<file path="src/rtl/pipe_pkg.sv">
// Shared constants for the pipeline hazard unit: forward-select encodings
// and the memory-wait state machine states.
package pipe_pkg;

  localparam logic [1:0] FWD_NONE = 2'b00;
  localparam logic [1:0] FWD_WB   = 2'b01;
  localparam logic [1:0] FWD_MEM  = 2'b10;

  typedef enum logic {
    MW_IDLE = 1'b0,
    MW_WAIT = 1'b1
  } memwait_e;

endpackage

</file>
<file path="src/rtl/sat_counter.sv">
// Event counter that sticks at all-ones; a clear wins over an increment.
module sat_counter #(
  parameter int W = 16
) (
  input  logic         clk,
  input  logic         rst_n,
  input  logic         clr,
  input  logic         inc,
  output logic [W-1:0] q
);

  always_ff @(posedge clk or negedge rst_n) begin
    if (!rst_n) begin
      q <= '0;
    end else if (clr) begin
      q <= '0;
    end else if (inc && (q != '1)) begin
      q <= q + W'(1);
    end
  end

endmodule

</file>
<file path="src/rtl/hazard_ctrl.sv">
// Pipeline hazard unit: operand forwarding, load-use/branch interlocks,
// multi-cycle data-memory wait, and saturating stall/flush counters.
module hazard_ctrl
  import pipe_pkg::*;
#(
  parameter int RA_W    = 5,
  parameter int MEM_LAT = 1,
  parameter int CNT_W   = 16
) (
  input  logic             clk,
  input  logic             rst_n,
  input  logic             branch_d,
  input  logic             jump_reg_d,
  input  logic             pc_src_d,
  input  logic [RA_W-1:0]  rs_d,
  input  logic [RA_W-1:0]  rt_d,
  input  logic [RA_W-1:0]  rs_e,
  input  logic [RA_W-1:0]  rt_e,
  input  logic [RA_W-1:0]  write_reg_e,
  input  logic             reg_write_e,
  input  logic             mem_to_reg_e,
  input  logic [RA_W-1:0]  write_reg_m,
  input  logic             reg_write_m,
  input  logic             mem_to_reg_m,
  input  logic             mem_req_m,
  input  logic [RA_W-1:0]  write_reg_w,
  input  logic             reg_write_w,
  input  logic             cnt_clr,
  output logic             stall_f,
  output logic             stall_d,
  output logic             stall_e,
  output logic             stall_m,
  output logic             flush_d,
  output logic             flush_e,
  output logic             flush_w,
  output logic             forward_ad,
  output logic             forward_bd,
  output logic [1:0]       forward_ae,
  output logic [1:0]       forward_be,
  output logic [CNT_W-1:0] stall_cnt,
  output logic [CNT_W-1:0] flush_cnt
);

  // A zero-width down-counter is illegal, so MEM_LAT==1 keeps a dummy bit.
  localparam int              REM_W    = (MEM_LAT > 1) ? $clog2(MEM_LAT) : 1;
  localparam bit              LONG_LAT = (MEM_LAT > 1);
  localparam logic [REM_W-1:0] REM_INIT = REM_W'((MEM_LAT > 1) ? (MEM_LAT - 2) : 0);

  memwait_e         state;
  logic [REM_W-1:0] rem;
  logic             mem_stall;
  logic             lw_stall;
  logic             br_stall;
  logic             hz_stall;

  function automatic logic hit(input logic [RA_W-1:0] a, input logic [RA_W-1:0] b);
    return (a != '0) && (a == b);
  endfunction

  function automatic logic [1:0] fwd_sel(input logic [RA_W-1:0] src,
                                         input logic            wr_m,
                                         input logic [RA_W-1:0] dst_m,
                                         input logic            wr_w,
                                         input logic [RA_W-1:0] dst_w);
    if (wr_m && hit(dst_m, src))      return FWD_MEM;
    else if (wr_w && hit(dst_w, src)) return FWD_WB;
    else                              return FWD_NONE;
  endfunction

  // Memory-wait FSM: MEM_LAT-1 stall cycles per access, no retrigger on exit.
  always_ff @(posedge clk or negedge rst_n) begin
    if (!rst_n) begin
      state <= MW_IDLE;
      rem   <= '0;
    end else begin
      case (state)
        MW_IDLE: begin
          if (mem_req_m && LONG_LAT) begin
            state <= MW_WAIT;
            rem   <= REM_INIT;
          end
        end
        MW_WAIT: begin
          if (rem != '0) rem <= rem - REM_W'(1);
          else           state <= MW_IDLE;
        end
        default: state <= MW_IDLE;
      endcase
    end
  end

  always_comb begin
    mem_stall = 1'b0;
    if (rst_n) begin
      if (state == MW_IDLE) mem_stall = mem_req_m && LONG_LAT;
      else                  mem_stall = (rem != '0);
    end
  end

  always_comb begin
    forward_ae = fwd_sel(rs_e, reg_write_m, write_reg_m, reg_write_w, write_reg_w);
    forward_be = fwd_sel(rt_e, reg_write_m, write_reg_m, reg_write_w, write_reg_w);
    forward_ad = reg_write_m && hit(write_reg_m, rs_d);
    forward_bd = reg_write_m && hit(write_reg_m, rt_d);

    lw_stall = mem_to_reg_e && reg_write_e &&
               (hit(write_reg_e, rs_d) || hit(write_reg_e, rt_d));
    br_stall = (branch_d || jump_reg_d) &&
               ((reg_write_e && (hit(write_reg_e, rs_d) || hit(write_reg_e, rt_d))) ||
                (mem_to_reg_m && (hit(write_reg_m, rs_d) || hit(write_reg_m, rt_d))));
    // Decode interlocks are moot while the whole pipe is frozen on memory.
    hz_stall = !mem_stall && (lw_stall || br_stall);

    stall_f = mem_stall || hz_stall;
    stall_d = mem_stall || hz_stall;
    stall_e = mem_stall;
    stall_m = mem_stall;
    flush_w = mem_stall;
    flush_e = hz_stall;
    flush_d = pc_src_d && !stall_d;
  end

  sat_counter #(.W(CNT_W)) u_stall_cnt (
    .clk   (clk),
    .rst_n (rst_n),
    .clr   (cnt_clr),
    .inc   (stall_f),
    .q     (stall_cnt)
  );

  sat_counter #(.W(CNT_W)) u_flush_cnt (
    .clk   (clk),
    .rst_n (rst_n),
    .clr   (cnt_clr),
    .inc   (flush_d || flush_e),
    .q     (flush_cnt)
  );

endmodule

</file>
<file path="config.mk">
export PLATFORM = sky130hd
export DESIGN_NAME = hazard_ctrl
export DESIGN_NICKNAME = d
export VERILOG_FILES = /design/src/rtl/pipe_pkg.sv /design/src/rtl/sat_counter.sv /design/src/rtl/hazard_ctrl.sv
export SDC_FILE = /design/constraint.sdc
export NUM_CORES = 1
export LEC_CHECK = 0
export BUFFER_PORTS_ARGS = -buffer_cell sky130_fd_sc_hd__buf_2
export CORE_AREA = 4 4 79 81
export CTS_CLUSTER_DIAMETER = 120
export DETAILED_ROUTE_END_ITERATION = 16
export DIE_AREA = 0 0 83 85
export GPL_TIMING_DRIVEN = 0
export PLACE_DENSITY = 0.71
export SLEW_MARGIN = 10
export SYNTH_ARGS = -nofsm -noshare
export SYNTH_HDL_FRONTEND = slang
export SYNTH_SLANG_ARGS = --single-unit
</file>
<file path="constraint.sdc">
create_clock -name clk -period 5.6 [get_ports clk]
set_input_delay 0.28 -clock clk [delete_from_list [all_inputs] [get_ports clk]]
set_output_delay 0.28 -clock clk [all_outputs]
set_load 0.02 [all_outputs]
</file>
==> impl_metrics.json <==
{
  "vias": 2348,
  "synthCells": 271,
  "timing.final.crit_share_pct": 48.7,
  "postRouteWirelength_mm": 6.61,
  "layout_commonest_cell": "buf_2",
  "vdd_ir_drop_max_v": 0.000148,
  "overflow": 0,
  "n_antenna_cell": 0,
  "most-common-layout-cells": "buf_2, dfrtp_1, xor2_1",
  "dp_hpwl_mm": 5.10,
  "maxSlewHeadroom_pct": 50.4,
  "nets": 411,
  "synth_flop_cell": "dfrtp_1",
  "r2r_start": "u_flush_cnt.q[0]",
  "die_h_um": 85,
  "endpoint": "u_flush_cnt.q[1]",
  "post_cts_buffers": 0,
  "firstDrtPassIters": 4,
  "area_growth_pct": 25.5,
  "syn_avg_cell_area_sq_um": 8.91,
  "p_total_uw": 563,
  "crit_start": "u_flush_cnt.q[0]",
  "post_cts_resized": 0,
  "initial_core_util_pct": 44.1,
  "grt_pass1_vias": 2326,
  "setup_violations": 0,
  "cpMaxStageDelayCell": "dfrtp_1",
  "path_clk_slew_ps": 80,
  "die_area_sq_mm": 0.00706,
  "p_leak_uw": 0.00144,
  "tritoncts": "done",
  "synth_edf_count": 0,
  "gp_congestion": 0.852,
  "layout_min_cycle_time_ps": 2730,
  "final-hold-violation-count": 0,
  "path_cells": "ha_1 -> nand3_1 -> or2_2 -> nor3_1 -> o31ai_1 -> nor2_2 -> buf_4 -> buf_4 -> mux2i_1 -> nor2_1",
  "antenna_found_initial": 0,
  "fin_worst_skew_ps": 11.1,
  "ant_nets": 0,
  "finalSetupTns_ps": 0,
  "status": "finished clean",
  "post_drt_wl_per_cell_um": 15.2,
  "holdBufCountCts": 0,
  "critPathLaunchType": "register",
  "post_synth_instance_area_sq_mm": 0.00241,
  "ys_seq_area_share_pct": 33.2,
  "row_count": 27,
  "cp_data_required_time_ps": 5750,
  "ys_warn_count": 0,
  "grt_max_degree": 33,
  "grt_pass1_wl_mm": 11.2,
  "crit_arrival_ps": 2870,
  "crit_type": "reg -> reg",
  "fill_cells": 554,
  "hp-class": "in -> async",
  "reg2reg_depth": 10,
  "cpPeakStageDelay_ps": 420,
  "synthDistinctLibCells": 46,
  "ios": 92,
  "drc": 0,
  "synth.top_cell.area_share_pct": 33.2,
  "path_common_cell": "buf_4",
  "drtIter0Drc": 80,
  "cts_buffer_depth": 2,
  "yosys-top-cells-area": "dfrtp_1, xor2_1, xnor2_1, nor2_1, or4_1",
  "drv_cap": 0,
  "ff_latch_area_sq_um": 801,
  "end_kind": "register",
  "clock_latency_ps": 290,
  "tightest_slew_ps": 743,
  "multi_input_area_sq_mm": 0.00150,
  "rsz0062_at_grt": "false",
  "root_buffer": "clkbuf_8",
  "drive_gt1_share_pct": 32.8,
  "cts_sinks": 32,
  "ys_ff_latch": 32,
  "r2r_slack_ps": 2870,
  "io_buffer_count": 82,
  "p_per_area_mw_per_mm2": 186,
  "post_drt_via_cell_ratio": 5.40,
  "synth_largest_area_cell": "dfrtp_1",
  "cts_buffers": 5,
  "r2r-end": "u_flush_cnt.q[1]",
  "crit_fanout": 10,
  "track_usage_pct": 18.9,
  "slew_violations": 0,
  "htree_levels": 2,
  "die-width_um": 83,
  "core_sq_mm": 0.00547,
  "max_clock_freq_ghz": 0.367,
  "synthArstFlopShare_pct": 100
}
## sequential cells by signal, indices dropped and copies added, names as in the netlist
signal         flops
u_flush_cnt.q     16
u_stall_cnt.q     16
## metal layers
layer / vias to the layer above / GRT usage (%) / part of all wire, %
met2: 84 / 32.7 / 47
met1: 1123 / 23.7 / 44
met4: 0 / 4.46 / 1.1
met3: 5 / 4.95 / 7.6
li1: 1136 / - / -
met5: - / 0 / 0
## cells in the mapped netlist, drive strengths merged (5+ instances only)
master / instances
a21oi: 14
and3: 9
buf: 11
clkbuf: 8
dfrtp: 32
mux2: 8
nand2: 12
nand3: 14
nand4: 5
nor2: 28
nor2b: 10
nor3: 8
o21ai: 7
o31ai: 9
or4: 11
xnor2: 17
xor2: 31
## cell type report
cell class,count,share of cell area [%]
clock buffers,6,2.39
flip-flops and latches,32,26.4
well taps,72,2.97
plain buffers,19,3.76
repair buffers,82,13.5
inverters,3,0.372
clock inverters,2,1.16
multi-input cells,219,49.4
## cells by family after synthesis
| kind of cell | Yosys count | synth area share, % |
|---|---|---|
| AO/OA/AOI/OAI | 42 | 12.4 |
| adder cells (fa/ha/maj) | 2 | 1.04 |
| multiplexers | 10 | 4.56 |
| other | 1 | 0.155 |
| AND/OR/NAND/NOR | 114 | 26.1 |
| XOR/XNOR | 48 | 17.4 |
| buffers and inverters | 22 | 5.18 |
| flip-flops | 32 | 33.2 |
## per-stage QoR
stage	area (sq um)	util (%)	std cells	hold WS [ps]	setup WS [ps]
after floorplan	2420	-	273	-15.6	3160
after global placement	2920	53.4	427	394	2940
after detailed placement	2920	53.4	427	386	2890
after CTS	3030	55.4	435	79.1	2870
after global routing	3030	55.4	435	116	2660
final	3030	55.4	435	54.4	2870
## power by group
part | switching, uW | total, uW | internal (uW)
combinational | 61.1 | 103 | 42.0
sequential | 3.31 | 237 | 233
clock | 91.1 | 223 | 132
## worst max-delay path, delay by kind of cell (launching register included)
kind | cells | cell delay (ps)
AND/OR/NAND/NOR | 5 | 1160
flip-flops | 1 | 420
multiplexers | 1 | 190
AO/OA/AOI/OAI | 1 | 180
buffers and inverters | 2 | 430
adder cells (fa/ha/maj) | 1 | 190
## how the worst min path moves through the flow
stage           from          endpoint  slack [ps]  depth (start not counted)
6_report       rst_n  u_flush_cnt.q[3]          50                          1
4_1_cts        rst_n  u_flush_cnt.q[9]          80                          1
5_1_grt        rst_n  u_flush_cnt.q[9]         120                          1
3_5_place_dp   rst_n  u_flush_cnt.q[6]         390                          1
2_1_floorplan  rst_n  u_flush_cnt.q[0]         -20                          0
3_3_place_gp   rst_n  u_flush_cnt.q[6]         390                          1
Power figures use the tool's default switching activity.
